$ cat config.mk
export PLATFORM = sky130hd
export DESIGN_NAME = mem_access_ctrl
export DESIGN_NICKNAME = d
export VERILOG_FILES = /design/src/rtl/mem_ctrl_pkg.sv /design/src/rtl/mem_access_ctrl.sv
export SDC_FILE = /design/constraint.sdc
export NUM_CORES = 1
export LEC_CHECK = 0
export CAP_MARGIN = 20
export CORE_MARGIN = 1
export CORE_UTILIZATION = 40
export CTS_BUF_LIST = sky130_fd_sc_hd__clkbuf_4 sky130_fd_sc_hd__clkbuf_8
export CTS_CLUSTER_SIZE = 30
export DETAILED_ROUTE_END_ITERATION = 7
export PLACE_DENSITY = 0.77
export SYNTH_ARGS = -nofsm -noshare
export SYNTH_HDL_FRONTEND = slang
export SYNTH_SLANG_ARGS = --single-unit
export TNS_END_PERCENT = 1
$ cat constraint.sdc
create_clock -name clk -period 1.5 [get_ports clk]
set_input_delay 0.3 -clock clk [delete_from_list [all_inputs] [get_ports clk]]
set_output_delay 0.3 -clock clk [all_outputs]
set_load 0.03 [all_outputs]
$ cat src/rtl/mem_ctrl_pkg.sv
// mem_ctrl_pkg: shared state encoding, default widths and request-type encoding for mem_access_ctrl
package mem_ctrl_pkg;
    localparam int ADDR_W_DEF = 2;
    localparam int DATA_W_DEF = 8;
    typedef logic [2:0] state_t;
    localparam state_t S_IDLE    = 3'd0;
    localparam state_t S_SETUP   = 3'd1;
    localparam state_t S_STROBE  = 3'd2;
    localparam state_t S_HOLD    = 3'd3;
    localparam state_t S_CAPTURE = 3'd4;
    localparam state_t S_RESP    = 3'd5;
    typedef enum logic {REQ_READ = 1'b0, REQ_WRITE = 1'b1} req_type_e;
endpackage

$ cat src/rtl/mem_access_ctrl.sv
// mem_access_ctrl: sequences single-byte reads/writes into a latch memory with setup/strobe/hold phases.
// Optional WRITE_VERIFY_EN: writes read back the stored byte and report mismatches via rsp_err.
module mem_access_ctrl
    import mem_ctrl_pkg::*;
#(
    parameter int ADDR_W        = ADDR_W_DEF,
    parameter int DATA_W        = DATA_W_DEF,
    parameter int STROBE_CYCLES = 1
) (
    input  logic              clk,
    input  logic              rst_n,
    input  logic              req_valid,
    output logic              req_ready,
    input  logic              req_write,
    input  logic [ADDR_W-1:0] req_addr,
    input  logic [DATA_W-1:0] req_data,
    output logic              rsp_valid,
    input  logic              rsp_ready,
    output logic [DATA_W-1:0] rsp_data,
    output logic              rsp_err,
    output logic [DATA_W-1:0] mem_data,
    output logic [ADDR_W-1:0] mem_address,
    output logic              mem_store,
    input  logic [DATA_W-1:0] mem_out,
    output logic              busy
);
    localparam int CW = STROBE_CYCLES > 1 ? $clog2(STROBE_CYCLES) : 1;

    state_t        state;
    req_type_e     wr;
    logic [CW-1:0] cnt;
    logic          strobe_done;

    assign req_ready   = state == S_IDLE;
    assign busy        = state != S_IDLE;
    assign mem_store   = state == S_STROBE;
    assign rsp_valid   = state == S_RESP;
    assign strobe_done = cnt == CW'(STROBE_CYCLES - 1);

    // Address/data registers double as the memory drive; they only move on accept, while idle.
    always_ff @(posedge clk) begin
        if (!rst_n) begin
            state       <= S_IDLE;
            wr          <= REQ_READ;
            cnt         <= '0;
            mem_address <= '0;
            mem_data    <= '0;
            rsp_data    <= '0;
        end else begin
            case (state)
                S_IDLE: if (req_valid) begin
                    state       <= S_SETUP;
                    wr          <= req_type_e'(req_write);
                    mem_address <= req_addr;
                    mem_data    <= req_data;
                end
                S_SETUP: begin
                    state <= wr == REQ_WRITE ? S_STROBE : S_CAPTURE;
                    cnt   <= '0;
                end
                S_STROBE: begin
                    state <= strobe_done ? S_HOLD : S_STROBE;
                    cnt   <= cnt + 1'b1;
                end
`ifdef WRITE_VERIFY_EN
                S_HOLD: state <= S_CAPTURE;
`else
                S_HOLD: state <= S_IDLE;
`endif
                S_CAPTURE: begin
                    state    <= S_RESP;
                    rsp_data <= mem_out;
                end
                S_RESP: if (rsp_ready) state <= S_IDLE;
                default: state <= S_IDLE;
            endcase
        end
    end

`ifdef WRITE_VERIFY_EN
    always_ff @(posedge clk) begin
        if (!rst_n) rsp_err <= 1'b0;
        else if (state == S_CAPTURE) rsp_err <= wr == REQ_WRITE && mem_out != mem_data;
    end
`else
    assign rsp_err = 1'b0;
`endif
endmodule

==> impl_metrics.ini <==
[setup_path]
rrSetupSlack_ns = 0.19
cp_num_cells = 4
start_kind = flop
required_ns = 1.20
crit_chain = or3_4 > buf_6 > inv_2 > buf_6
critPathSlowestCell = or3_4
worst-path-max-fanout = 2
slowest_delay_ns = 0.39
cp.arrival_ns = 1.31
cp_top_family = simple AND/OR/NAND/NOR gates
path_buf_inv = 3
critPathKind = flop to output pin
reg2reg_depth = 5
crit_path_end_kind = output pin
critPathMostFrequentCell = buf_6

[timing]
finClkSkew_ns = 0.002651
fin_crit_sh = 1.075
setup_viol = 3
holdWs_ns = 0.4646
period_minus_slack_ns = 1.612
tns_ns = -0.1457
rsz0062_at_grt = true
fmax_mhz = 620.4
hold_viol = 0
postLayoutSetupSlackWorst_ns = -0.1118
finalMaxSlewViolations = 0

[grt]
grt_overflow_total = 0
grt_max_degree = 35
grt_antenna_before_repair = 0
first_global_vias = 782
grt_usage = 0.1645
grt_pass1_wl_um = 3298

[clock_tree]
clkTransAtPathRegs_ns = 0.12
numCtsBuffers = 3
cts_buffer_depth = 2
cts_sinks = 23
clock_latency_ns = 0.30
cts_root_buf = clkbuf_4
cts_setup_buffers = 0
cts_tree = done
htree_levels = 1

[yosys]
netlist-cell-type-count = 27
ys_seq_area_frac = 0.4471
synthFlopType = dfxtp_1
synth-seq-cells = 23
synthArstFlopShare = 0
yosys_warnings = 0
avgSynthCellArea_um2 = 9.624
synth_nets = 130
synth_area_um2 = 1030
synthCells = 107
synth_edf_count = 0

[detailed_routing]
finalWirelength_um = 2202
via_per_inst = 4.812
vias = 871
drc = 0
drtPass1Iterations = 4
detail_route.wl_per_cell_um = 12.17
ant_nets = 0
drt_iter0_drc = 4

[status]
violations = setup timing
status = finished with violations

[power_and_ir_drop]
ir_worst_vdd_mv = 0.5612
power_density_nw_per_um2 = 931.0
leakagePower_nw = 0.6446

[layout]
nFillCells = 217
final_cell_mix = 22 x clkdlybuf4s50_1, 21 x dfxtp_1, 18 x dlygate4sd2_1
final_cells = 181
synthToLayoutAreaGrowth_pct = 48.85
drive_above_1_share = 0.2119
fin_nets = 175
diodes = 0
final_common_cell = clkdlybuf4s50_1

[die]
fp.dieArea_um2 = 2781
chipWidth_um = 52.74
num_rows = 18
initial_core_util = 0.4195
die_h_um = 52.74
ios = 46
coreArea_um2 = 2455

[job]
maxCapViolCount = 0

[placed_design]
dp_hpwl_um = 1551
io_buffers = 44
gp_congestion = 0.8116
post-place-ws_ns = -0.08819
dp_cells = 177

[hold_path]
whs_path_depth = 2
worstHoldPathType = flop to flop
[tightest hold or removal path: cells and delay by family, from the launching register on]
kind	cells	cell delay, ns
DFF	1	0.33
AOI/OAI and AO/OA	1	0.04
and+or+nand+nor	1	0.06
[logic make-up (layout without fill, tap and decap cells)]
logic type	after synthesis	in the layout	share of synthesized area
and+or+nand+nor	45	45	0.2539
DFF	23	23	0.4471
AOI/OAI and AO/OA	18	18	0.1312
buffers and inverters	12	56	0.08626
muxes	8	8	0.07777
other	1	1	0.003642
[per-stage QoR]
step / area, um2 / total power (W) / util
global route: 1533 / 0.001512 / 0.6244
detailed placement: 1493 / 0.001153 / 0.6081
finish: 1533 / 0.001427 / 0.6244
global placement: 1493 / 0.001142 / 0.6081
floorplan: 1030 / 0.0009695 / -
CTS: 1501 / 0.001429 / 0.6116
[sequential cells by signal (all words and copies together), names as in the netlist]
register / flops
state: 3
mem_data: 8
wr: 1
cnt: 1
rsp_data: 8
mem_address: 2
[timing repair]
action	in CTS	in global routing
resized for setup	21	12
hold buffers	0	0
cloned	0	0
pin swaps	0	2
endpoints found under the setup margin	21	4
[Yosys cell counts (all sizes together), types with 2 or more instances]
| library cell | instances | area, um2 |
|---|---|---|
| dfxtp | 23 | 460.4 |
| nand2 | 12 | 45.04 |
| nand3 | 11 | 55.05 |
| o21ai | 11 | 88.84 |
| nor2b | 9 | 56.30 |
| buf | 8 | 73.82 |
| mux2i | 8 | 80.08 |
| a21oi | 3 | 15.01 |
| clkbuf | 3 | 11.26 |
| nand2b | 3 | 18.77 |
| nor3b | 3 | 27.52 |
| nor2 | 2 | 7.510 |
[area by class of cell]
| cell class | count | area [um2] | share of cell area |
|---|---|---|---|
| multi-input combinational | 72 | 500.5 | 0.3265 |
| timing repair buffer | 51 | 498.0 | 0.3249 |
| sequential | 23 | 462.9 | 0.3020 |
| tap | 30 | 37.54 | 0.02449 |
| clock buffer | 4 | 30.03 | 0.01959 |
| inverter | 1 | 3.754 | 0.002449 |
[layer usage]
layer,up-vias,GRT usage,wire length (um),part of all wire
met5,-,0,0,0
met4,0,0.07456,12,0.0054
met3,2,0.04348,91,0.041
met2,21,0.2785,1147,0.52
met1,400,0.1909,950,0.43
li1,448,-,-,-
[where the power goes]
part / internal (W) / switching, W
clock network: 0.000122 / 0.000177
registers: 0.000657 / 0.0000230
logic: 0.000208 / 0.000240
total: 0.000987 / 0.000440
[final timing paths]
check / startpoint / end
worst min register to register: mem_address[0] / mem_address[0]
worst max-delay path: state[1] / req_ready
worst max register to register: state[2] / rsp_data[5]
worst min-delay path: mem_address[0] / mem_address[0]
Note: power is estimated with default switching activity, not from simulation.
